===== config.mk =====
export PLATFORM = sky130hd
export DESIGN_NAME = alu_sched
export DESIGN_NICKNAME = d
export VERILOG_FILES = /design/src/rtl/alu_sched_pkg.sv /design/src/rtl/alu_sched_arb.sv /design/src/rtl/alu_sched.sv
export SDC_FILE = /design/constraint.sdc
export NUM_CORES = 1
export LEC_CHECK = 0
export ABC_AREA = 1
export BUFFER_PORTS_ARGS = -buffer_cell sky130_fd_sc_hd__buf_4
export CORE_AREA = 3 3 156 158
export DETAILED_ROUTE_END_ITERATION = 12
export DIE_AREA = 0 0 159 161
export PLACE_DENSITY = 0.45
export SYNTH_ARGS = -nofsm -noshare
export SYNTH_HDL_FRONTEND = slang
export SYNTH_SLANG_ARGS = --single-unit

===== constraint.sdc =====
create_clock -name clk -period 3.7 [get_ports clk]
set_clock_uncertainty 0.15 [all_clocks]
set_input_delay 0.925 -clock clk [delete_from_list [all_inputs] [get_ports clk]]
set_output_delay 0.925 -clock clk [all_outputs]
set_load 0.01 [all_outputs]

===== src/rtl/alu_sched_pkg.sv =====
// Shared definitions for the ALU scheduler: flag bit indices, flag vector type and port ids.
// The flag bit indices are also used by the branch-condition logic.
package alu_sched_pkg;

    localparam int unsigned FLAG_SF   = 4;
    localparam int unsigned FLAG_ZF   = 3;
    localparam int unsigned FLAG_CF   = 2;
    localparam int unsigned FLAG_VF   = 1;
    localparam int unsigned FLAG_PF   = 0;
    localparam int unsigned FLAGS_W   = 5;
    localparam int unsigned NUM_PORTS = 2;

    typedef logic [FLAGS_W-1:0] flags_t;

    // Identifies a requester port; also used to remember the last grant.
    typedef enum logic {
        Port0 = 1'b0,
        Port1 = 1'b1
    } port_e;

endpackage


===== src/rtl/alu_sched_arb.sv =====
// Two-request arbiter, purely combinational.
//   req_i       : request vector, bit i = port i eligible
//   fixed_pri_i : 1 = port 0 always wins a conflict, 0 = round-robin
//   last_i      : port granted most recently (the flop lives in the parent)
//   gnt_o       : one-hot grant, or zero when nothing requests
module rr_arb2
    import alu_sched_pkg::*;
(
    input  logic [1:0] req_i,
    input  logic       fixed_pri_i,
    input  port_e      last_i,
    output logic [1:0] gnt_o
);

    always_comb begin
        gnt_o = req_i;
        if (req_i == 2'b11) begin
            // On conflict the port that did not win last time goes next.
            gnt_o = (fixed_pri_i || (last_i == Port1)) ? 2'b01 : 2'b10;
        end
    end

endmodule


===== src/rtl/alu_sched.sv =====
// Shares one combinational ALU between the execute stage (port 0) and address generation
// (port 1). One request is granted per cycle; its ALU result is registered into that port's
// response slot. Owns the architectural flag register, written only by port-0 operations.
//   pX_valid/pX_ready/pX_ir/pX_sr/pX_tr : request channel per port (ready is the grant)
//   pX_rvalid/pX_rready/pX_dr           : response slot per port
//   alu_ir/alu_sr/alu_tr                : operands to the shared ALU, zero when idle
//   alu_dr/alu_flags/alu_flag_up        : ALU result, flags and flag-update strobe
//   flags                               : architectural {sf,zf,cf,vf,pf}
module alu_sched
    import alu_sched_pkg::*;
#(
    parameter int unsigned W         = 32,
    parameter int unsigned FIXED_PRI = 0
) (
    input  logic         clk,
    input  logic         rst_n,

    input  logic         p0_valid,
    output logic         p0_ready,
    input  logic [W-1:0] p0_ir,
    input  logic [W-1:0] p0_sr,
    input  logic [W-1:0] p0_tr,
    output logic         p0_rvalid,
    input  logic         p0_rready,
    output logic [W-1:0] p0_dr,

    input  logic         p1_valid,
    output logic         p1_ready,
    input  logic [W-1:0] p1_ir,
    input  logic [W-1:0] p1_sr,
    input  logic [W-1:0] p1_tr,
    output logic         p1_rvalid,
    input  logic         p1_rready,
    output logic [W-1:0] p1_dr,

    output logic [W-1:0] alu_ir,
    output logic [W-1:0] alu_sr,
    output logic [W-1:0] alu_tr,
    input  logic [W-1:0] alu_dr,
    input  flags_t       alu_flags,
    input  logic         alu_flag_up,

    output flags_t       flags
);

    logic [1:0]   valid;
    logic [1:0]   rready;
    logic [1:0]   rvalid;
    logic [1:0]   elig;
    logic [1:0]   gnt;
    logic [W-1:0] dr [NUM_PORTS];
    logic         fixed_pri;

    port_e        last_grant_q, last_grant_d;
    flags_t       flags_q, flags_d;

    assign valid     = {p1_valid, p0_valid};
    assign rready    = {p1_rready, p0_rready};
    assign fixed_pri = (FIXED_PRI != 0);

    // A port may issue only if its slot is empty or being drained this cycle. Nothing is
    // granted while reset is asserted so the ALU sees the idle path.
    assign elig = {2{rst_n}} & valid & (~rvalid | rready);

    rr_arb2 u_arb (
        .req_i       (elig),
        .fixed_pri_i (fixed_pri),
        .last_i      (last_grant_q),
        .gnt_o       (gnt)
    );

    assign p0_ready = gnt[0];
    assign p1_ready = gnt[1];

    always_comb begin
        alu_ir = '0;
        alu_sr = '0;
        alu_tr = '0;
        if (gnt[0]) begin
            alu_ir = p0_ir;
            alu_sr = p0_sr;
            alu_tr = p0_tr;
        end else if (gnt[1]) begin
            alu_ir = p1_ir;
            alu_sr = p1_sr;
            alu_tr = p1_tr;
        end
    end

    always_comb begin
        last_grant_d = last_grant_q;
        if (gnt[0]) begin
            last_grant_d = Port0;
        end else if (gnt[1]) begin
            last_grant_d = Port1;
        end
    end

    always_comb begin
        flags_d = flags_q;
        if (gnt[0] && alu_flag_up) begin
            flags_d = alu_flags;
        end
    end

    // Reset leaves last_grant at port 1 so port 0 wins the first conflict.
    always_ff @(posedge clk or negedge rst_n) begin
        if (!rst_n) begin
            last_grant_q <= Port1;
            flags_q      <= '0;
        end else begin
            last_grant_q <= last_grant_d;
            flags_q      <= flags_d;
        end
    end

    assign flags = flags_q;

    for (genvar i = 0; i < NUM_PORTS; i++) begin : g_slot
        logic         rvalid_q, rvalid_d;
        logic [W-1:0] dr_q, dr_d;

        // A fire overrides a drain, giving one result per cycle back-to-back.
        always_comb begin
            rvalid_d = rvalid_q;
            dr_d     = dr_q;
            if (gnt[i]) begin
                rvalid_d = 1'b1;
                dr_d     = alu_dr;
            end else if (rready[i]) begin
                rvalid_d = 1'b0;
            end
        end

        always_ff @(posedge clk or negedge rst_n) begin
            if (!rst_n) begin
                rvalid_q <= 1'b0;
                dr_q     <= '0;
            end else begin
                rvalid_q <= rvalid_d;
                dr_q     <= dr_d;
            end
        end

        assign rvalid[i] = rvalid_q;
        assign dr[i]     = dr_q;
    end

    assign p0_rvalid = rvalid[0];
    assign p1_rvalid = rvalid[1];
    assign p0_dr     = dr[0];
    assign p1_dr     = dr[1];

endmodule

==> impl_metrics.py <==
metrics = {
    "yosys": {
        "syn_inst": 646,
        "syn_area_um2": 4340,
        "synth.most_common_cell": "nand2_1",
        "async_flop_share_pct": 100,
        "avgSynthCellArea_um2": 6.72,
        "syn-num-nets": 882,
        "synth_commonest_cells": "274 x nand2_1, 226 x nand3_1, 71 x dfrtp_1",
        "synth_edf_count": 0,
        "synth_warnings": 0,
        "ys_ff_latch": 72,
        "dominantRegCellSynth": "dfrtp_1",
        "synth_top_area_share_pct": 40.9,
        "synth_top_area_cell": "dfrtp_1",
        "yosysSeqAreaShare_pct": 41.5,
        "yosys-top-cells-area": "dfrtp_1 41%, nand3_1 26%, nand2_1 24%",
        "synth.distinct_cells": 14,
    },
    "layout": {
        "post-route-util_pct": 34.6,
        "post_route_cells_drive_above_1_share_pct": 43.5,
        "final_nets": 1256,
        "fill_cells": 2549,
        "syn2layout_area_growth_pct": 85.3,
        "design_area_um2": 8050,
        "antennaDiodeCount": 0,
    },
    "clock_network": {
        "post-cts-setup-buffer-count": 0,
        "clkTransAtPathRegs_ps": 60,
        "cts_hold_buf": 0,
        "h-tree-depth": 3,
        "clock_latency_ps": 330,
        "numCtsBuffers": 9,
        "cts_tree": "built",
        "cts_buffer_depth": 2,
        "root_buffer": "clkbuf_16",
        "cts_resized": 0,
        "clock_sinks": 72,
    },
    "timing": {
        "setup_violations": 0,
        "max_slew_margin_pct": 56.5,
        "worst_slack_ps": 492,
        "post-route-min-period_ps": 3210,
        "setup-tns-final_ps": 0,
        "finalCritPeriodShare_pct": 86.7,
        "worst_pin_slew_ps": 652,
        "rsz0062_at_grt": "no",
        "hold_violations": 0,
        "fmax_ghz": 0.312,
        "slew_violations": 0,
    },
    "worst_setup_path": {
        "startpoint": "p1_rready",
        "critPathMaxFanout": 21,
        "worstPathArrival_ps": 2130,
        "cp-end-kind": "output pin",
        "rrSetupSlack_ps": 1710,
        "required_ps": 2620,
        "worstSetupPathType": "in2out",
        "worstSetupStartpointType": "primary input",
        "rr_startpoint": "last_grant_q",
    },
    "routing": {
        "dr.pass1.iters": 5,
        "routed_wl_um": 23000,
        "drc": 0,
        "wl_per_cell_um": 17.1,
        "first_iter_violations": 350,
        "postRouteAntennaNets": 0,
        "dr_total_vias": 5843,
        "via_per_inst": 4.35,
    },
    "die": {
        "fp.dieH_um": 161,
        "io_pins": 405,
        "start_util_pct": 18.7,
        "die_area_um2": 25600,
        "chipWidth_um": 159,
        "core_area_um2": 23300,
        "fp-row-count": 56,
    },
    "power": {
        "peakVddDrop_uv": 184,
        "p_switching_w": 0.00104,
        "leakage_nw": 4.62,
        "p_seq_share_pct": 32.6,
        "powerDensity_nw_per_um2": 395,
        "total_power_w": 0.00318,
        "clock_power_share_pct": 30.3,
        "swShare_pct": 32.8,
        "combPwrFrac_pct": 37.1,
        "power.internal_w": 0.00214,
    },
    "worst_hold_path": {
        "hold_path.class": "reg2reg",
        "hp-start": "p1_dr[21]",
    },
    "global_routing": {
        "grt_pass1_wl_um": 35200,
        "first_global_vias": 5955,
        "grt_max_degree": 93,
        "antenna_found_initial": 0,
        "overflow": 0,
        "grt_usage_pct": 17.1,
    },
    "placement": {
        "pre_cts_slack_ps": 493,
        "port_buffers": 404,
        "dp_hpwl_um": 17500,
        "place_area_um2": 7720,
        "gp_congestion": 0.802,
    },
    "run": {
        "maxCapViolCount": 0,
    },
    "outcome": {
        "outcome": "completed",
    },
}
[area by class of cell]
class / instances / area (µm²) / share of cell area, %
timing repair buffer: 422 / 3240 / 40.3
sequential: 72 / 1800 / 22.4
inverter: 6 / 22.5 / 0.280
multi-input combinational: 509 / 2250 / 28.0
clock buffer: 9 / 225 / 2.80
tap: 319 / 399 / 4.96
clock inverter: 7 / 103 / 1.27
[registers in the layout, indices dropped and copies added (netlist names)]
register      cells
p1_dr            32
last_grant_q      1
p0_rvalid         1
p1_rvalid         1
p0_dr            32
flags             5
[layer usage]
layer	GRT usage (%)	vias to the layer above	routed length (µm)
met4	4.58	0	500
met3	4.23	28	1640
met5	0	-	0
met1	22.7	2686	9700
li1	-	2872	-
met2	27.9	257	11100
[path summary, 6_finish.rpt]
path | endpoint | cells after the start
worst max-delay path | alu_sr[2] | 8
worst min-delay path | p1_dr[21] | 2
worst max register to register | p0_dr[26] | 8
worst min register to register | p1_dr[21] | 2
max in group asynchronous | p1_dr[16] | 2
min in group asynchronous | p1_dr[0] | 2
[per-stage QoR]
step                instances  hold WS [ps]
detailed placement       1328           310
floorplan                 646           332
global placement         1328           308
CTS                      1344           325
finish                   1344           319
global route             1344           349
[cell families (layout without fill, tap and decap cells)]
family	after synthesis	count (layout)	synth area share, %
buffers and inverters	65	444	7.32
AO/OA/AOI/OAI	3	3	0.605
AND/OR/NAND/NOR	506	506	50.6
flip-flops	72	72	41.5
[worst max-delay path, stage by stage]
cell     delay, ps
buf_4          110
inv_1          110
nand2_1        120
nand3_4        260
buf_4          300
nand3_1        110
nand2_1         80
buf_4          110
[layout by cell type, fill, tap and decap left out, types with 2 or more instances in the layout]
cell type  count
clkbuf_16      9
dfrtp_1       71
buf_4        416
bufinv_16      2
nand3_1      225
inv_2          2
inv_1          4
a21oi_4        2
buf_12         6
nand2_1      273
nand4_1        5
clkinv_4       2
[power groups by stage]
stage | Clock [W] | Sequential [W] | Combinational, W
finish | 0.000962 | 0.00104 | 0.00118
global route | 0.00103 | 0.00106 | 0.00130
CTS | 0.000996 | 0.00104 | 0.00120
detailed placement | 0 | 0.00105 | 0.00120
global placement | 0 | 0.00105 | 0.00120
floorplan | 0 | 0.00111 | 0.000391
(Power assumes the default switching activity.)
